--- src/rtl/quire_to_posit_4_0.sv ---
// rtl/quire_to_posit_4_0.sv - quire accumulator word to rounded posit<4,0>, three-stage rts/rtr pipeline
module quire_to_posit_4_0 #(
  parameter int LOG_NB_ACCUM = 10,
  parameter bit EOW_ONLY = 1'b1,
  localparam int QUIRE_SIZE = 9 + LOG_NB_ACCUM
) (
  input  logic                  clk,
  input  logic                  rst_n,
  output logic                  rtr_o,
  input  logic                  rts_i,
  input  logic                  sow_i,
  input  logic                  eow_i,
  input  logic [QUIRE_SIZE-1:0] data_i,
  input  logic                  sign_i,
  input  logic                  zero_i,
  input  logic                  NaR_i,
  input  logic                  rtr_i,
  output logic                  rts_o,
  output logic                  sow_o,
  output logic                  eow_o,
  output logic [3:0]            posit_o,
  output logic                  NaR_o,
  output logic                  zero_o,
  output logic                  sign_o
);

  logic                  process_en;
  logic                  accept;
  logic                  fwd;
  logic [QUIRE_SIZE-1:0] mag_in;
  logic                  unused_sign;

  logic                  s1_v, s1_sow, s1_eow, s1_nar, s1_zero, s1_neg;
  logic [QUIRE_SIZE-1:0] s1_mag;

  logic                  s2_v, s2_sow, s2_eow, s2_nar, s2_zero, s2_neg;
  logic [6:0]            s2_m;

  logic [6:0]            m_sat;
  logic [3:0]            p_mag;
  logic [3:0]            posit_nxt;

  // data_i MSB is the authoritative sign; sign_i is only informative
  assign unused_sign = sign_i;

  assign process_en = rtr_i | ~rts_o;
  assign accept     = rts_i & rtr_o & process_en;
  assign fwd        = accept & (eow_i | ~EOW_ONLY);

  // Unsigned magnitude: the most negative quire maps to 2^(QUIRE_SIZE-1) without overflow
  assign mag_in = data_i[QUIRE_SIZE-1] ? (~data_i + QUIRE_SIZE'(1)) : data_i;

  assign m_sat = ((|s1_mag[QUIRE_SIZE-1:7]) || (s1_mag[6:0] > 7'd64)) ? 7'd64 : s1_mag[6:0];

  // Thresholds already fold in ties-to-even on the posit bit string
  always_comb begin
    p_mag = 4'b0000;
    if (s2_m == 7'd0)       p_mag = 4'b0000;
    else if (s2_m <= 7'd5)  p_mag = 4'b0001;
    else if (s2_m <= 7'd10) p_mag = 4'b0010;
    else if (s2_m <= 7'd13) p_mag = 4'b0011;
    else if (s2_m <= 7'd20) p_mag = 4'b0100;
    else if (s2_m <= 7'd27) p_mag = 4'b0101;
    else if (s2_m <= 7'd48) p_mag = 4'b0110;
    else                    p_mag = 4'b0111;
  end

  always_comb begin
    posit_nxt = 4'b0000;
    if (s2_nar)
      posit_nxt = 4'b1000;
    else if (s2_zero || (s2_m == 7'd0))
      posit_nxt = 4'b0000;
    else if (s2_neg)
      posit_nxt = 4'd0 - p_mag;
    else
      posit_nxt = p_mag;
  end

  always_ff @(posedge clk or negedge rst_n) begin
    if (!rst_n) begin
      rtr_o   <= 1'b0;
      s1_v    <= 1'b0;
      s1_sow  <= 1'b0;
      s1_eow  <= 1'b0;
      s1_nar  <= 1'b0;
      s1_zero <= 1'b0;
      s1_neg  <= 1'b0;
      s1_mag  <= '0;
      s2_v    <= 1'b0;
      s2_sow  <= 1'b0;
      s2_eow  <= 1'b0;
      s2_nar  <= 1'b0;
      s2_zero <= 1'b0;
      s2_neg  <= 1'b0;
      s2_m    <= 7'd0;
      rts_o   <= 1'b0;
      sow_o   <= 1'b0;
      eow_o   <= 1'b0;
      posit_o <= 4'b0000;
    end else begin
      rtr_o <= process_en;
      if (process_en) begin
        s1_v    <= fwd;
        s1_sow  <= sow_i;
        s1_eow  <= eow_i;
        s1_nar  <= NaR_i;
        s1_zero <= zero_i;
        s1_neg  <= data_i[QUIRE_SIZE-1];
        s1_mag  <= mag_in;
        s2_v    <= s1_v;
        s2_sow  <= s1_sow;
        s2_eow  <= s1_eow;
        s2_nar  <= s1_nar;
        s2_zero <= s1_zero;
        s2_neg  <= s1_neg;
        s2_m    <= m_sat;
        rts_o   <= s2_v;
        sow_o   <= s2_sow;
        eow_o   <= s2_eow;
        posit_o <= posit_nxt;
      end
    end
  end

  assign NaR_o  = (posit_o == 4'b1000);
  assign zero_o = (posit_o == 4'b0000);
  assign sign_o = posit_o[3];

endmodule
--- config.mk ---
export PLATFORM = sky130hd
export DESIGN_NAME = quire_to_posit_4_0
export DESIGN_NICKNAME = d
export VERILOG_FILES = /design/src/rtl/quire_to_posit_4_0.sv
export SDC_FILE = /design/constraint.sdc
export NUM_CORES = 1
export LEC_CHECK = 0
export BUFFER_PORTS_ARGS = -buffer_cell sky130_fd_sc_hd__buf_2
export CORE_MARGIN = 3
export CORE_UTILIZATION = 55
export CTS_CLUSTER_DIAMETER = 150
export DETAILED_ROUTE_END_ITERATION = 6
export PLACE_DENSITY_LB_ADDON = 0.25
export SYNTH_ARGS = -nofsm -noshare
export SYNTH_HDL_FRONTEND = slang
export SYNTH_SLANG_ARGS = --single-unit
--- constraint.sdc ---
create_clock -name clk -period 3.2 [get_ports clk]
set_clock_uncertainty 0.1 [all_clocks]
set_input_delay 0.16 -clock clk [delete_from_list [all_inputs] [get_ports clk]]
set_output_delay 0.16 -clock clk [all_outputs]
set_load 0.005 [all_outputs]
==> impl_metrics.json <==
{
  "status": "completed",
  "worst_pin_slew_ps": 965,
  "synth.avg_cell_area_um2": 8.85,
  "synth_area_leaders": "dfrtp_1 (48%), nand2_1 (11%), o21ai_0 (5.0%)",
  "cp.required_ps": 3280,
  "hold_class": "primary input to register",
  "top_regs": "s1_mag (19), s2_m (7), posit_o (4)",
  "whs_ps": 57.6,
  "yosys_warnings": 0,
  "crit_family": "compound AO/OA/AOI/OAI gates",
  "synth_area_um2": 2410,
  "final_hold_viol_count": 0,
  "fin_nets": 337,
  "place.gp.congestion": 0.793,
  "num_io_pins": 39,
  "final_cell_mix": "nand2_1 (72), dfrtp_1 (46), buf_2 (37), o21ai_0 (24), xor2_1 (12)",
  "peakVddDrop_mv": 0.252,
  "antenna_found_initial": 0,
  "rr_worst_depth": 8,
  "p_leak_nw": 1.23,
  "largest_reg_flops": 19,
  "clk_pin_slew_worst_paths_ps": 90,
  "synth_top_cell_area_share": 0.477,
  "layout_commonest_cell": "nand2_1",
  "route.vias.total": 1956,
  "power.density_nw_per_um2": 555,
  "endpoint_kind": "register",
  "ys_async_sr_fraction": 1.00,
  "grt_max_degree": 63,
  "slew_violations": 0,
  "viasPerCell": 5.46,
  "grt_usage": 0.187,
  "htreeDepth": 2,
  "synth_nets": 303,
  "yosysTopAreaCell": "dfrtp_1",
  "drt_iter0_markers": 76,
  "period_minus_slack_ps": 2030,
  "clockBufferDepth": 2,
  "drc_errors": 0,
  "drt-total-wl_mm": 4.40,
  "placementRows": 23,
  "largest_register": "s1_mag",
  "period_share": 0.635,
  "clock_latency_ps": 290,
  "worst_path_max_delay_cell": "dfrtp_1",
  "setup_viol": 0,
  "min_to": "s1_v",
  "synth-main-ff-cell": "dfrtp_1",
  "dieArea_um2": 5220,
  "slew_headroom": 0.357,
  "cts_setup_buffers": 0,
  "arrival_ps": 2110,
  "cts_tree": "yes",
  "first_global_vias": 1818,
  "die_w_um": 72.3,
  "rsz0062_at_grt": "false",
  "slowest_delay_ps": 470,
  "power_switching_w": 0.000458,
  "setup_tns_ps": 0,
  "ant_nets": 0,
  "clkPwrFrac": 0.278,
  "reg2reg_from": "s2_m[2]",
  "crit_chain": "inv_1 -> o311ai_0 -> a211oi_1 -> or2_1 -> ha_1 -> nand2b_1 -> xnor2_1 -> o21ai_0",
  "ctsRootBufferMaster": "clkbuf_8",
  "crit_buf_inv": 1,
  "r2r_slack_ps": 1170,
  "path_class": "register to register",
  "core_um2": 4120,
  "grt_overflow_total": 0,
  "synth_edf_count": 0,
  "netlist-cell-type-count": 41,
  "pwr-share-comb": 0.218,
  "wl_per_cell_um": 12.3,
  "reg2reg_to": "posit_o[2]",
  "cp-start-kind": "register",
  "dp_hpwl_mm": 3.08,
  "ys_seq_elements": 46,
  "power_frac_seq": 0.504,
  "grt_first_pass_wirelength_mm": 7.87,
  "min-delay-start": "rts_i",
  "drt_first_pass_iters": 4,
  "ys_seq_area_frac": 0.477,
  "initial_core_util": 0.587,
  "postSynthCellCount": 273,
  "path_max_fanout": 8,
  "max_freq_mhz": 492,
  "chipHeight_um": 72.3,
  "syn_to_final_growth_pct": 14.8,
  "io_buffers": 37,
  "diodes": 0,
  "holdBufCountCts": 5,
  "drive_above_1_share": 0.195,
  "intPower_w": 0.00108,
  "swShare": 0.298,
  "cts_resized": 0,
  "hold_depth": 3,
  "clkSinkCount": 46,
  "maxCapViolCount": 0,
  "cts_made_buffers": 5
}
-- through the flow --
stage / util / power, W / instance area (um^2) / std cells / worst slack (ps)
floorplan: - / 0.000996 / 2410 / 273 / 1180
global placement: 0.634 / 0.00111 / 2610 / 345 / 1150
detailed placement: 0.634 / 0.00112 / 2610 / 345 / 1150
CTS: 0.673 / 0.00156 / 2770 / 358 / 1140
global route: 0.673 / 0.00165 / 2770 / 358 / 990
finish: 0.673 / 0.00154 / 2770 / 358 / 1170
-- logic make-up (layout without fill, tap and decap cells) --
kind of cell,count (synthesis),count (layout),synth area share
AND/OR/NAND/NOR,130,130,0.267
AO/OA/AOI/OAI,55,55,0.141
flip-flops,46,46,0.477
buffers and inverters,23,58,0.0414
XOR/XNOR,14,14,0.0508
multiplexers,3,3,0.0124
adder cells (fa/ha/maj),2,2,0.0104
-- power groups by stage --
stage	Clock (W)	Sequential (W)	Combinational, W
after floorplan	0	0.000774	0.000222
after global placement	0	0.000782	0.000329
after detailed placement	0	0.000787	0.000337
after CTS	0.000440	0.000776	0.000342
after global routing	0.000461	0.000795	0.000391
final	0.000428	0.000775	0.000335
-- area by class of cell --
cell class / instances / area [um^2]
clock inverter: 3 / 45.0
inverter: 6 / 22.5
fill: 359 / 1340
tap: 50 / 62.6
multi-input combinational: 204 / 1170
sequential: 46 / 1150
clock buffer: 5 / 68.8
timing repair buffer: 44 / 250
-- worst min-delay path, delay by kind of cell --
| family | cells | cell delay (ps) |
|---|---|---|
| AO/OA/AOI/OAI | 1 | 80 |
| AND/OR/NAND/NOR | 1 | 80 |
| buffers and inverters | 1 | 100 |
-- worst max path at each step --
stage	from	endpoint	slack (ps)	cells after the start
5_1_grt	s2_m[2]	posit_o[2]	990	8
2_1_floorplan	s2_m[2]	posit_o[2]	1180	9
4_1_cts	s2_m[2]	posit_o[2]	1140	8
3_5_place_dp	s2_m[2]	posit_o[2]	1150	8
6_report	s2_m[2]	posit_o[2]	1170	8
3_3_place_gp	s2_m[2]	posit_o[2]	1150	8
-- cells in the mapped netlist, drive strengths merged (3+ instances only) --
library cell,number
dfrtp,46
or2,6
xor2,12
or3,7
o41ai,4
clkbuf,15
nor3b,7
o21ai,25
nand2,72
nor2b,3
a21oi,6
nor4,7
nor3,4
nand3,5
a31oi,3
mux2i,3
or4,3
inv,6
nor2,7
o31ai,8
nand2b,4
-- routing by layer --
layer  GRT usage  vias to the layer above  part of all wire
met2       0.324                       42              0.47
li1            -                     1021                 -
met1       0.238                      889              0.47
met5           0                        -                 0
met4      0.0564                        0             0.012
met3      0.0332                        4             0.046
(Power assumes the default switching activity.)
